File: config.mk
export PLATFORM = sky130hd
export DESIGN_NAME = riscv_core_rob_fill_arbiter
export DESIGN_NICKNAME = d
export VERILOG_FILES = /design/src/rtl/riscv_core_rob_fill_arbiter_pkg.sv /design/src/rtl/riscv_core_rr_pick2.sv /design/src/rtl/riscv_core_rob_fill_arbiter.sv
export SDC_FILE = /design/constraint.sdc
export NUM_CORES = 1
export LEC_CHECK = 0
export ABC_CLOCK_PERIOD_IN_PS = 5500
export CAP_MARGIN = 10
export CORE_UTILIZATION = 39
export CTS_CLUSTER_SIZE = 24
export DETAILED_ROUTE_END_ITERATION = 16
export PLACE_DENSITY = 0.81
export SLEW_MARGIN = 20
export SYNTH_ARGS = -nofsm -noshare
export SYNTH_HDL_FRONTEND = slang
export SYNTH_HIERARCHICAL = 1
export SYNTH_SLANG_ARGS = --single-unit
File: constraint.sdc
create_clock -name clk -period 5.5 [get_ports clk]
set_clock_uncertainty 0.05 [all_clocks]
set_input_delay 1.1 -clock clk [delete_from_list [all_inputs] [get_ports clk]]
set_output_delay 1.1 -clock clk [all_outputs]
set_load 0.005 [all_outputs]
File: src/rtl/riscv_core_rob_fill_arbiter_pkg.sv
// ----------------------------------------------------------------------------
// riscv_core_rob_pkg
//   Shared constants for the reorder buffer and the blocks that fill it.
//   Ports: none (package only).
//   - ROB geometry (slot index width, depth)
//   - Requester index map used by the fill arbiter (ALU0, ALU1, MUL/DIV, MEM)
// ----------------------------------------------------------------------------
package riscv_core_rob_pkg;

  // ROB geometry: 32 entries addressed by a 5-bit slot index
  localparam int ROB_SLOT_W = 5;
  localparam int ROB_DEPTH  = 32;

  // Writeback data width and number of execution units competing for fills
  localparam int ROB_DATA_W  = 32;
  localparam int ROB_NUM_REQ = 4;

  // Requester index map for the 2-wide IO2I core
  localparam int REQ_ALU0   = 0;
  localparam int REQ_ALU1   = 1;
  localparam int REQ_MULDIV = 2;
  localparam int REQ_MEM    = 3;

endpackage

File: src/rtl/riscv_core_rr_pick2.sv
// ----------------------------------------------------------------------------
// riscv_core_rr_pick2
//   Combinational rotating-priority picker that returns up to two winners.
//   Scanning starts at ptr and wraps modulo NUM_REQ; the first valid bit found
//   is winner A, the second is winner B.
// Ports:
//   val    in  NUM_REQ  request vector
//   ptr    in  PTR_W    highest-priority index (must be < NUM_REQ)
//   a_val  out 1        winner A exists
//   a_idx  out PTR_W    index of winner A
//   b_val  out 1        winner B exists
//   b_idx  out PTR_W    index of winner B
// ----------------------------------------------------------------------------
module riscv_core_rr_pick2
  import riscv_core_rob_pkg::*;
#(
  parameter int NUM_REQ = ROB_NUM_REQ,
  parameter int PTR_W   = $clog2(NUM_REQ)
) (
  input  logic [NUM_REQ-1:0] val,
  input  logic [PTR_W-1:0]   ptr,
  output logic               a_val,
  output logic [PTR_W-1:0]   a_idx,
  output logic               b_val,
  output logic [PTR_W-1:0]   b_idx
);

  // One extra bit holds ptr+k before the wrap; ptr+k never exceeds
  // 2*NUM_REQ-2, which always fits, and a single subtraction brings it back
  // into range. This keeps non-power-of-two NUM_REQ correct.
  logic [PTR_W:0] sum;

  always_comb begin
    a_val = 1'b0;
    a_idx = '0;
    b_val = 1'b0;
    b_idx = '0;
    sum   = '0;
    for (int k = 0; k < NUM_REQ; k++) begin
      sum = {1'b0, ptr} + (PTR_W+1)'(k);
      if (sum >= (PTR_W+1)'(NUM_REQ)) begin
        sum = sum - (PTR_W+1)'(NUM_REQ);
      end
      if (val[sum[PTR_W-1:0]]) begin
        if (!a_val) begin
          a_val = 1'b1;
          a_idx = sum[PTR_W-1:0];
        end else if (!b_val) begin
          b_val = 1'b1;
          b_idx = sum[PTR_W-1:0];
        end
      end
    end
  end

endmodule

File: src/rtl/riscv_core_rob_fill_arbiter.sv
// ----------------------------------------------------------------------------
// riscv_core_rob_fill_arbiter
//   Shares the ROB's two fill ports between the execution units. Up to two
//   completing requesters are granted per cycle by rotating priority; their
//   slot/data are registered onto fill port 1 (first winner) and fill port 2
//   (second winner). Also keeps a saturating denied-cycle counter and a sticky
//   duplicate-slot error flag for debug.
// Ports:
//   clk, reset               clock, synchronous active-high reset
//   req_val   [NUM_REQ]      requester has a completed result
//   req_slot  [NUM_REQ*SLOT_W] packed ROB slot per requester
//   req_data  [NUM_REQ*DATA_W] packed result per requester
//   req_rdy   [NUM_REQ]      combinational grant per requester
//   rob_fill_val/slot/data_1 registered fill port 1
//   rob_fill_val/slot/data_2 registered fill port 2
//   deny_cnt  [CNT_W]        saturating count of cycles with a denied request
//   err_dup_slot             sticky: both grants carried the same slot
// ----------------------------------------------------------------------------
module riscv_core_rob_fill_arbiter
  import riscv_core_rob_pkg::*;
#(
  parameter int NUM_REQ = ROB_NUM_REQ,
  parameter int SLOT_W  = ROB_SLOT_W,
  parameter int DATA_W  = ROB_DATA_W,
  parameter int CNT_W   = 16
) (
  input  logic                      clk,
  input  logic                      reset,
  input  logic [NUM_REQ-1:0]        req_val,
  input  logic [NUM_REQ*SLOT_W-1:0] req_slot,
  input  logic [NUM_REQ*DATA_W-1:0] req_data,
  output logic [NUM_REQ-1:0]        req_rdy,
  output logic                      rob_fill_val_1,
  output logic                      rob_fill_val_2,
  output logic [SLOT_W-1:0]         rob_fill_slot_1,
  output logic [SLOT_W-1:0]         rob_fill_slot_2,
  output logic [DATA_W-1:0]         rob_fill_data_1,
  output logic [DATA_W-1:0]         rob_fill_data_2,
  output logic [CNT_W-1:0]          deny_cnt,
  output logic                      err_dup_slot
);

  localparam int PTR_W = $clog2(NUM_REQ);
  localparam int POP_W = $clog2(NUM_REQ + 1);

  logic [PTR_W-1:0]  ptr;
  logic [PTR_W-1:0]  ptr_next;
  logic              a_val;
  logic              b_val;
  logic [PTR_W-1:0]  a_idx;
  logic [PTR_W-1:0]  b_idx;
  logic              a_gnt;
  logic              b_gnt;
  logic [POP_W-1:0]  req_cnt;
  logic [POP_W-1:0]  gnt_cnt;
  logic              deny_now;
  logic              dup_now;
  logic [SLOT_W-1:0] slot_arr [NUM_REQ];
  logic [DATA_W-1:0] data_arr [NUM_REQ];

  // Unpack the flat request buses so winners can be selected by index
  for (genvar i = 0; i < NUM_REQ; i++) begin : g_unpack
    assign slot_arr[i] = req_slot[i*SLOT_W +: SLOT_W];
    assign data_arr[i] = req_data[i*DATA_W +: DATA_W];
  end

  riscv_core_rr_pick2 #(
    .NUM_REQ (NUM_REQ),
    .PTR_W   (PTR_W)
  ) u_pick (
    .val   (req_val),
    .ptr   (ptr),
    .a_val (a_val),
    .a_idx (a_idx),
    .b_val (b_val),
    .b_idx (b_idx)
  );

  // Requests are ignored while reset is held so nothing transfers in a
  // reset cycle; every grant-derived signal goes through these two bits.
  assign a_gnt = a_val & ~reset;
  assign b_gnt = b_val & ~reset;

  // Advance to one past the index, wrapping explicitly at NUM_REQ-1
  function automatic logic [PTR_W-1:0] wrap_inc(input logic [PTR_W-1:0] idx);
    return (idx == PTR_W'(NUM_REQ - 1)) ? '0 : idx + 1'b1;
  endfunction

  // Grant decode, request/grant population counts, pointer advance and
  // duplicate-slot detection for the current cycle
  always_comb begin
    req_rdy = '0;
    if (a_gnt) req_rdy[a_idx] = 1'b1;
    if (b_gnt) req_rdy[b_idx] = 1'b1;

    req_cnt = '0;
    for (int i = 0; i < NUM_REQ; i++) begin
      req_cnt = req_cnt + POP_W'(req_val[i]);
    end
    gnt_cnt  = POP_W'(a_gnt) + POP_W'(b_gnt);
    deny_now = (req_cnt > gnt_cnt);

    // The last winner of the cycle gets lowest priority next time
    ptr_next = ptr;
    if (b_gnt) begin
      ptr_next = wrap_inc(b_idx);
    end else if (a_gnt) begin
      ptr_next = wrap_inc(a_idx);
    end

    dup_now = a_gnt & b_gnt & (slot_arr[a_idx] == slot_arr[b_idx]);
  end

  // Pointer, fill port registers and debug state. Slot/data only load on a
  // grant so the ROB sees stable values between fills.
  always_ff @(posedge clk) begin
    if (reset) begin
      ptr             <= '0;
      rob_fill_val_1  <= 1'b0;
      rob_fill_val_2  <= 1'b0;
      rob_fill_slot_1 <= '0;
      rob_fill_slot_2 <= '0;
      rob_fill_data_1 <= '0;
      rob_fill_data_2 <= '0;
      deny_cnt        <= '0;
      err_dup_slot    <= 1'b0;
    end else begin
      ptr            <= ptr_next;
      rob_fill_val_1 <= a_gnt;
      rob_fill_val_2 <= b_gnt;
      if (a_gnt) begin
        rob_fill_slot_1 <= slot_arr[a_idx];
        rob_fill_data_1 <= data_arr[a_idx];
      end
      if (b_gnt) begin
        rob_fill_slot_2 <= slot_arr[b_idx];
        rob_fill_data_2 <= data_arr[b_idx];
      end
      if (deny_now && (deny_cnt != {CNT_W{1'b1}})) begin
        deny_cnt <= deny_cnt + 1'b1;
      end
      if (dup_now) begin
        err_dup_slot <= 1'b1;
      end
    end
  end

endmodule

[Word level (Yosys, flattened, before mapping)]
Index checks and enable logic that the tools add are counted.
Storage, ports and cells
  bits in registers: 95
  latch bits: 0
  bits in writable memories: 0
  ROM bits: 0
  output and inout port bits: 97
  logic and storage cells: 113
  memories kept: 0
Operators by class
  $add $sub $neg: 14
  multipliers: 0
  div/mod/pow operators: 0
  order comparisons: 15
  equality and inequality tests: 4
  shifts and indexed selects: 0
  multiplexer cells: 59
  bitwise gates (word level): 8
  reductions and logical operators: 4
Operators with widths (number)
  $bmux W32 S2: 2
  $mux W32: 4
  $mux W2: 23
  $bmux W5 S2: 2
  $mux W5: 4
  $lt A2 B3 Y1 const B: 6
  $add A16 B1 Y16 const B: 1
  $mux W1: 16
  $ne A16 B16 Y1 const B: 1
  $ge A3 B3 Y1 const B: 5
  $bmux W1 S2: 4
  $mux W4: 2
  $sub A2 B1 Y2 const B: 4
  $add A2 B2 Y3 const B: 2
  $not A2 Y3: 2
  $eq A5 B5 Y1: 1
  $add A1 B1 Y2: 2
  $add A2 B1 Y2 const B: 2
  $and A1 B1 Y1: 4
  $demux W1 S2: 2
  $eq A2 B2 Y1 const B: 2
  $ge A2 B1 Y1 const B: 2
  $or A4 B4 Y4: 1
  $add A2 B1 Y3: 1
  7 further kinds: 9

[Depth between registers and ports, before layout]
  depth after elaboration: 19
  depth in mapped cells: 18
  depth with buffers taken out: 13

[Modules after synthesis]
Netlist, hierarchy kept.
Modules (own cells, without submodules)
  riscv_core_rob_fill_arbiter: times used 1, cells an instance 493, area each 5699.2 um^2, sequential area each 1901.8 um^2
  riscv_core_rr_pick2: times used 1, cells an instance 85, area each 603.1 um^2, sequential area each 0.0 um^2

[Worst setup path before layout]
OpenSTA, ideal clock, no wires.
  path kind: input to output
  start point: in req_val[0]
  end point: out req_rdy[0]
  arrival time: 3.722 ns
  path slack: 0.628 ns
  cell stages on the path: 14
  buffers on the path: 4
  cells stage by stage: clkbuf_1 > buf_2 > nor2b_1 > a211oi_1 > a31oi_1 > ha_1 > a211o_1 > o2111ai_1 > o311ai_1 > buf_2 > buf_2 > inv_1 > ha_1 > a22o_1
On the way
  cells in the longest elaborated chain, start to end: 17
  elaborated cells on any way between the ends: 48
  classes of those cells: order compare: 4; mux: 39; bitwise: 3; reduce/logical: 2
Ends and longest elaborated chain
  start: declaration: RTL line riscv_core_rob_fill_arbiter.sv:29  | input logic [NUM_REQ-1:0] req_val,
  $bmux W1 S2: RTL line riscv_core_rr_pick2.sv:44  | if (val[sum[PTR_W-1:0]]) begin
  $mux W1 (not written as such): RTL line riscv_core_rr_pick2.sv:44
  $mux W1: RTL line riscv_core_rr_pick2.sv:44
  $mux W2 or $mux W1 (tied branches): RTL line riscv_core_rr_pick2.sv:45  | if (!a_val) begin
  $mux W2 or $mux W1 (tied branches): RTL line riscv_core_rr_pick2.sv:44
  $mux W2: RTL line riscv_core_rr_pick2.sv:48  | end else if (!b_val) begin
  $mux W2: RTL line riscv_core_rr_pick2.sv:45
  $mux W2: RTL line riscv_core_rr_pick2.sv:44
  [... 2 more ...]
  $mux W2 (*): RTL line riscv_core_rr_pick2.sv:44
  named net b_idx[0]: RTL line riscv_core_rob_fill_arbiter.sv:51  | logic [PTR_W-1:0] b_idx;
  $lt A2 B3 Y1 (not written as such) or $ge A2 B1 Y1 (tied branches): RTL line riscv_core_rob_fill_arbiter.sv:94  | if (b_gnt) req_rdy[b_idx] = 1'b1;
  $logic_and A1 B1 Y1 (not written as such): RTL line riscv_core_rob_fill_arbiter.sv:94
  $mux W1 (not written as such): RTL line riscv_core_rob_fill_arbiter.sv:94
  $demux W1 S2 (*): RTL line riscv_core_rob_fill_arbiter.sv:94
  $or A4 B4 Y4 (no source line) (*)
  $mux W4 (*): RTL line riscv_core_rob_fill_arbiter.sv:94
  end: declaration: RTL line riscv_core_rob_fill_arbiter.sv:32  | output logic [NUM_REQ-1:0] req_rdy,
Mark *: on every way through the listed nets, which the timed path passes. The rest lies on a longest branch. The select of a mux whose other input is x is not followed.

[Worst setup path after layout]
  start point: in req_val[1]
  end point: out req_rdy[3]
On the way
  elaborated cells on any way between the ends: 48
  classes of those cells: order compare: 4; mux: 39; bitwise: 3; reduce/logical: 2
RTL lines
  $bmux W1 S2: RTL line riscv_core_rr_pick2.sv:44
  $mux W1 (not written as such): RTL line riscv_core_rr_pick2.sv:44
  $mux W2 or $mux W1 (tied branches): RTL line riscv_core_rr_pick2.sv:44
  $mux W2: RTL line riscv_core_rr_pick2.sv:45
  $mux W2: RTL line riscv_core_rr_pick2.sv:44
  $mux W2: RTL line riscv_core_rr_pick2.sv:45
  $mux W2: RTL line riscv_core_rr_pick2.sv:44
  $mux W2: RTL line riscv_core_rr_pick2.sv:45
  $mux W2 (*): RTL line riscv_core_rr_pick2.sv:44
  named net a_idx[0]: RTL line riscv_core_rob_fill_arbiter.sv:50  | logic [PTR_W-1:0] a_idx;
  $lt A2 B3 Y1 (not written as such) or $ge A2 B1 Y1 (tied branches): RTL line riscv_core_rob_fill_arbiter.sv:93  | if (a_gnt) req_rdy[a_idx] = 1'b1;
  $logic_and A1 B1 Y1 (not written as such): RTL line riscv_core_rob_fill_arbiter.sv:93
  $mux W1 (not written as such): RTL line riscv_core_rob_fill_arbiter.sv:93
  $demux W1 S2 (*): RTL line riscv_core_rob_fill_arbiter.sv:93
  $mux W4 (*): RTL line riscv_core_rob_fill_arbiter.sv:93
  $or A4 B4 Y4 (no source line)
  $mux W4 (*): RTL line riscv_core_rob_fill_arbiter.sv:94
Marks and branches as above.

==> impl_metrics.json <==
{
  "num-nets-final": 973,
  "synth_cell_types": 65,
  "cp.arrival_ns": 4.07,
  "path_cells": "clkdlybuf4s50_1 -> nand2b_1 -> a31oi_1 -> ha_1 -> mux2i_1 -> o211ai_1 -> a32o_4 -> ha_1 -> a22o_1 -> clkdlybuf4s50_1",
  "stdcell_count": 1022,
  "drtIter0Drc": 291,
  "routabilityCongestion": 0.852,
  "die_h_um": 129,
  "start_util_pct": 39.8,
  "ir_drop_uv": 299,
  "setup_viol": 0,
  "async_flop_share_pct": 0,
  "syn-num-nets": 750,
  "start_kind": "input port",
  "antenna_found_initial": 0,
  "cts-htree-levels": 3,
  "status": "finished clean",
  "via_per_inst": 5.44,
  "area_delta_synth_final_pct": 47.3,
  "final-seq-area_um2": 1900,
  "place_hpwl_mm": 14.0,
  "port_buffers": 250,
  "clk_pin_slew_worst_paths_ns": 0.07,
  "vias": 5560,
  "cts_hold_buffers": 0,
  "fill_cells": 1319,
  "cp-end-kind": "output port",
  "cap_violations": 0,
  "slowest_delay_ns": 0.76,
  "cp_data_required_time_ns": 4.35,
  "clockRootBuffer": "clkbuf_16",
  "grt_start_max_net_pins": 98,
  "grt_first_pass_wirelength_mm": 29.4,
  "synth_ff_type": "dfxtp_1",
  "drt-total-wl_mm": 18.9,
  "io_pins": 251,
  "synth_edf_count": 0,
  "netlist_area_um2": 6300,
  "cp_slowest_cell": "clkdlybuf4s50_1",
  "fp.dieW_um": 129,
  "power_leakage_nw": 3.73,
  "wl_per_cell_um": 18.5,
  "crit_path_max_fanout": 16,
  "die_area_um2": 16700,
  "multi_input_area_um2": 4140,
  "period_share_pct": 94.9,
  "synth_seq_cells": 95,
  "drv_slew": 0,
  "power_density_nw_per_um2": 391,
  "timing.fmax_mhz": 192,
  "post-place-cells": 1006,
  "path_class": "input port to output port",
  "hold_path.class": "flop to flop",
  "tightest_slew_ns": 1.03,
  "grt_usage_pct": 23.1,
  "cts_tree": "yes",
  "overflow": 0,
  "numCtsBuffers": 9,
  "cts.sinks": 95,
  "slew_headroom_pct": 31.6,
  "yosysSeqAreaShare_pct": 30.2,
  "insertion_delay_ns": 0.35,
  "syn_area_per_cell_um2": 10.9,
  "fp.coreArea_um2": 15800,
  "grt_pass1_vias": 5545,
  "ant_nets": 0,
  "num_rows": 46,
  "post_cts_buffers": 0,
  "clk_path_buf_depth": 2,
  "fin_tns_setup_ns": 0,
  "rsz0062_at_grt": "no",
  "syn_inst": 578,
  "drive_gt1_share_pct": 14.4,
  "drc": 0,
  "diodes": 0,
  "cts_resized": 0,
  "drt_pass1_iterations": 4,
  "min_period_ns": 5.22,
  "yosysWarnings": 6,
  "hold_viol_final": 0
}
[cell families (layout without fill, tap and decap cells)]
logic type / Yosys count / in the layout / share of synthesized area, %
adders and majority gates: 18 / 18 / 3.81
and+or+nand+nor: 166 / 166 / 13.3
AOI/OAI and AO/OA: 64 / 64 / 7.21
muxes: 153 / 153 / 39.2
DFF: 95 / 95 / 30.2
buffers and inverters: 72 / 300 / 4.92
xor gates and xnor gates: 10 / 10 / 1.39
[metal layers]
layer	up-vias	wire length (µm)	GRT usage, %
li1	2616	-	-
met1	2727	7590	28.4
met4	0	331	6.64
met3	20	1290	6.11
met2	197	9720	39.8
met5	-	0	0
[critical path: cells and delay by family]
family	cells	cell delay, ns
buf+inv	2	1.19
compound gates	4	0.93
fa+ha+maj	2	0.48
mux	1	0.24
simple gates	1	0.13
[report_power, final]
part           internal, W  switching (W)  total [W]
Sequential        0.000859       0.000131   0.000990
Combinational      0.00118       0.000834    0.00202
Clock             0.000328       0.000298   0.000625
[registers in the layout, indices dropped and copies added, names as in the netlist]
register	count
rob_fill_slot_1	5
rob_fill_slot_2	5
rob_fill_val_1	1
deny_cnt	16
ptr	2
rob_fill_data_2	32
rob_fill_data_1	32
err_dup_slot	1
rob_fill_val_2	1
[path summary, 6_finish.rpt]
path / from / endpoint / slack, ns / depth (start not counted)
worst min register to register: err_dup_slot / err_dup_slot / 0.43 / 2
worst max-delay path: req_val[1] / req_rdy[3] / 0.28 / 10
worst min-delay path: err_dup_slot / err_dup_slot / 0.43 / 2
worst max register to register: ptr[1] / err_dup_slot / 1.25 / 13
[layout by cell type, fill, tap and decap left out, types with 3 or more instances in the layout]
cell type and instances:
a211oi_1 5, a21o_1 3, a21oi_1 18, a22o_1 4, a31oi_1 3, and3_1 3, buf_4 15, clkbuf_16 9
clkdlybuf4s50_1 249, dfxtp_1 95, ha_1 16, inv_1 20, mux2i_1 77, mux4_2 75, nand2_1 13, nand2b_1 4
nand3_1 6, nand4_1 5, nor2_1 91, nor2b_1 6, nor3_1 4, nor4bb_1 4, o211ai_1 3, o21ai_0 7
o31ai_1 3, or3_1 4, xnor2_1 5, xor2_1 5
[cell type report]
cell class | instances | share of cell area (%)
multi-input cells | 411 | 44.6
repair buffers | 264 | 28.1
inverters | 20 | 0.809
clock buffers | 10 | 2.57
clock inverters | 6 | 0.566
flip-flops and latches | 95 | 20.5
well taps | 216 | 2.91
[Yosys cell counts (5+ instances only)]
cell	count	area, µm²
a211oi_1	5	37.5
a21oi_1	19	95.1
buf_2	20	100
clkbuf_1	25	93.8
dfxtp_1	95	1900
ha_1	16	200
inv_1	20	75.1
mux2i_1	77	771
mux4_2	75	1690
nand2_1	14	52.6
nand3_1	6	30.0
nand4_1	5	31.3
nor2_1	92	345
nor2b_1	6	37.5
o21ai_0	7	35.0
xnor2_1	5	43.8
xor2_1	5	43.8
[through the flow]
stage	utilization [%]	instance area [µm²]	power [W]	setup slack, ns	hold WS, ns
4_1_cts	58.7	9290	0.00369	0.297	0.434
3_3_place_gp	56.8	8990	0.00301	0.398	0.407
2_1_floorplan	-	6300	0.00229	0.628	0.411
5_1_grt	58.7	9290	0.00389	0.0698	0.473
3_5_place_dp	56.8	8990	0.00304	0.305	0.415
6_report	58.7	9290	0.00363	0.282	0.433
Note: power is estimated with default switching activity, not from simulation.
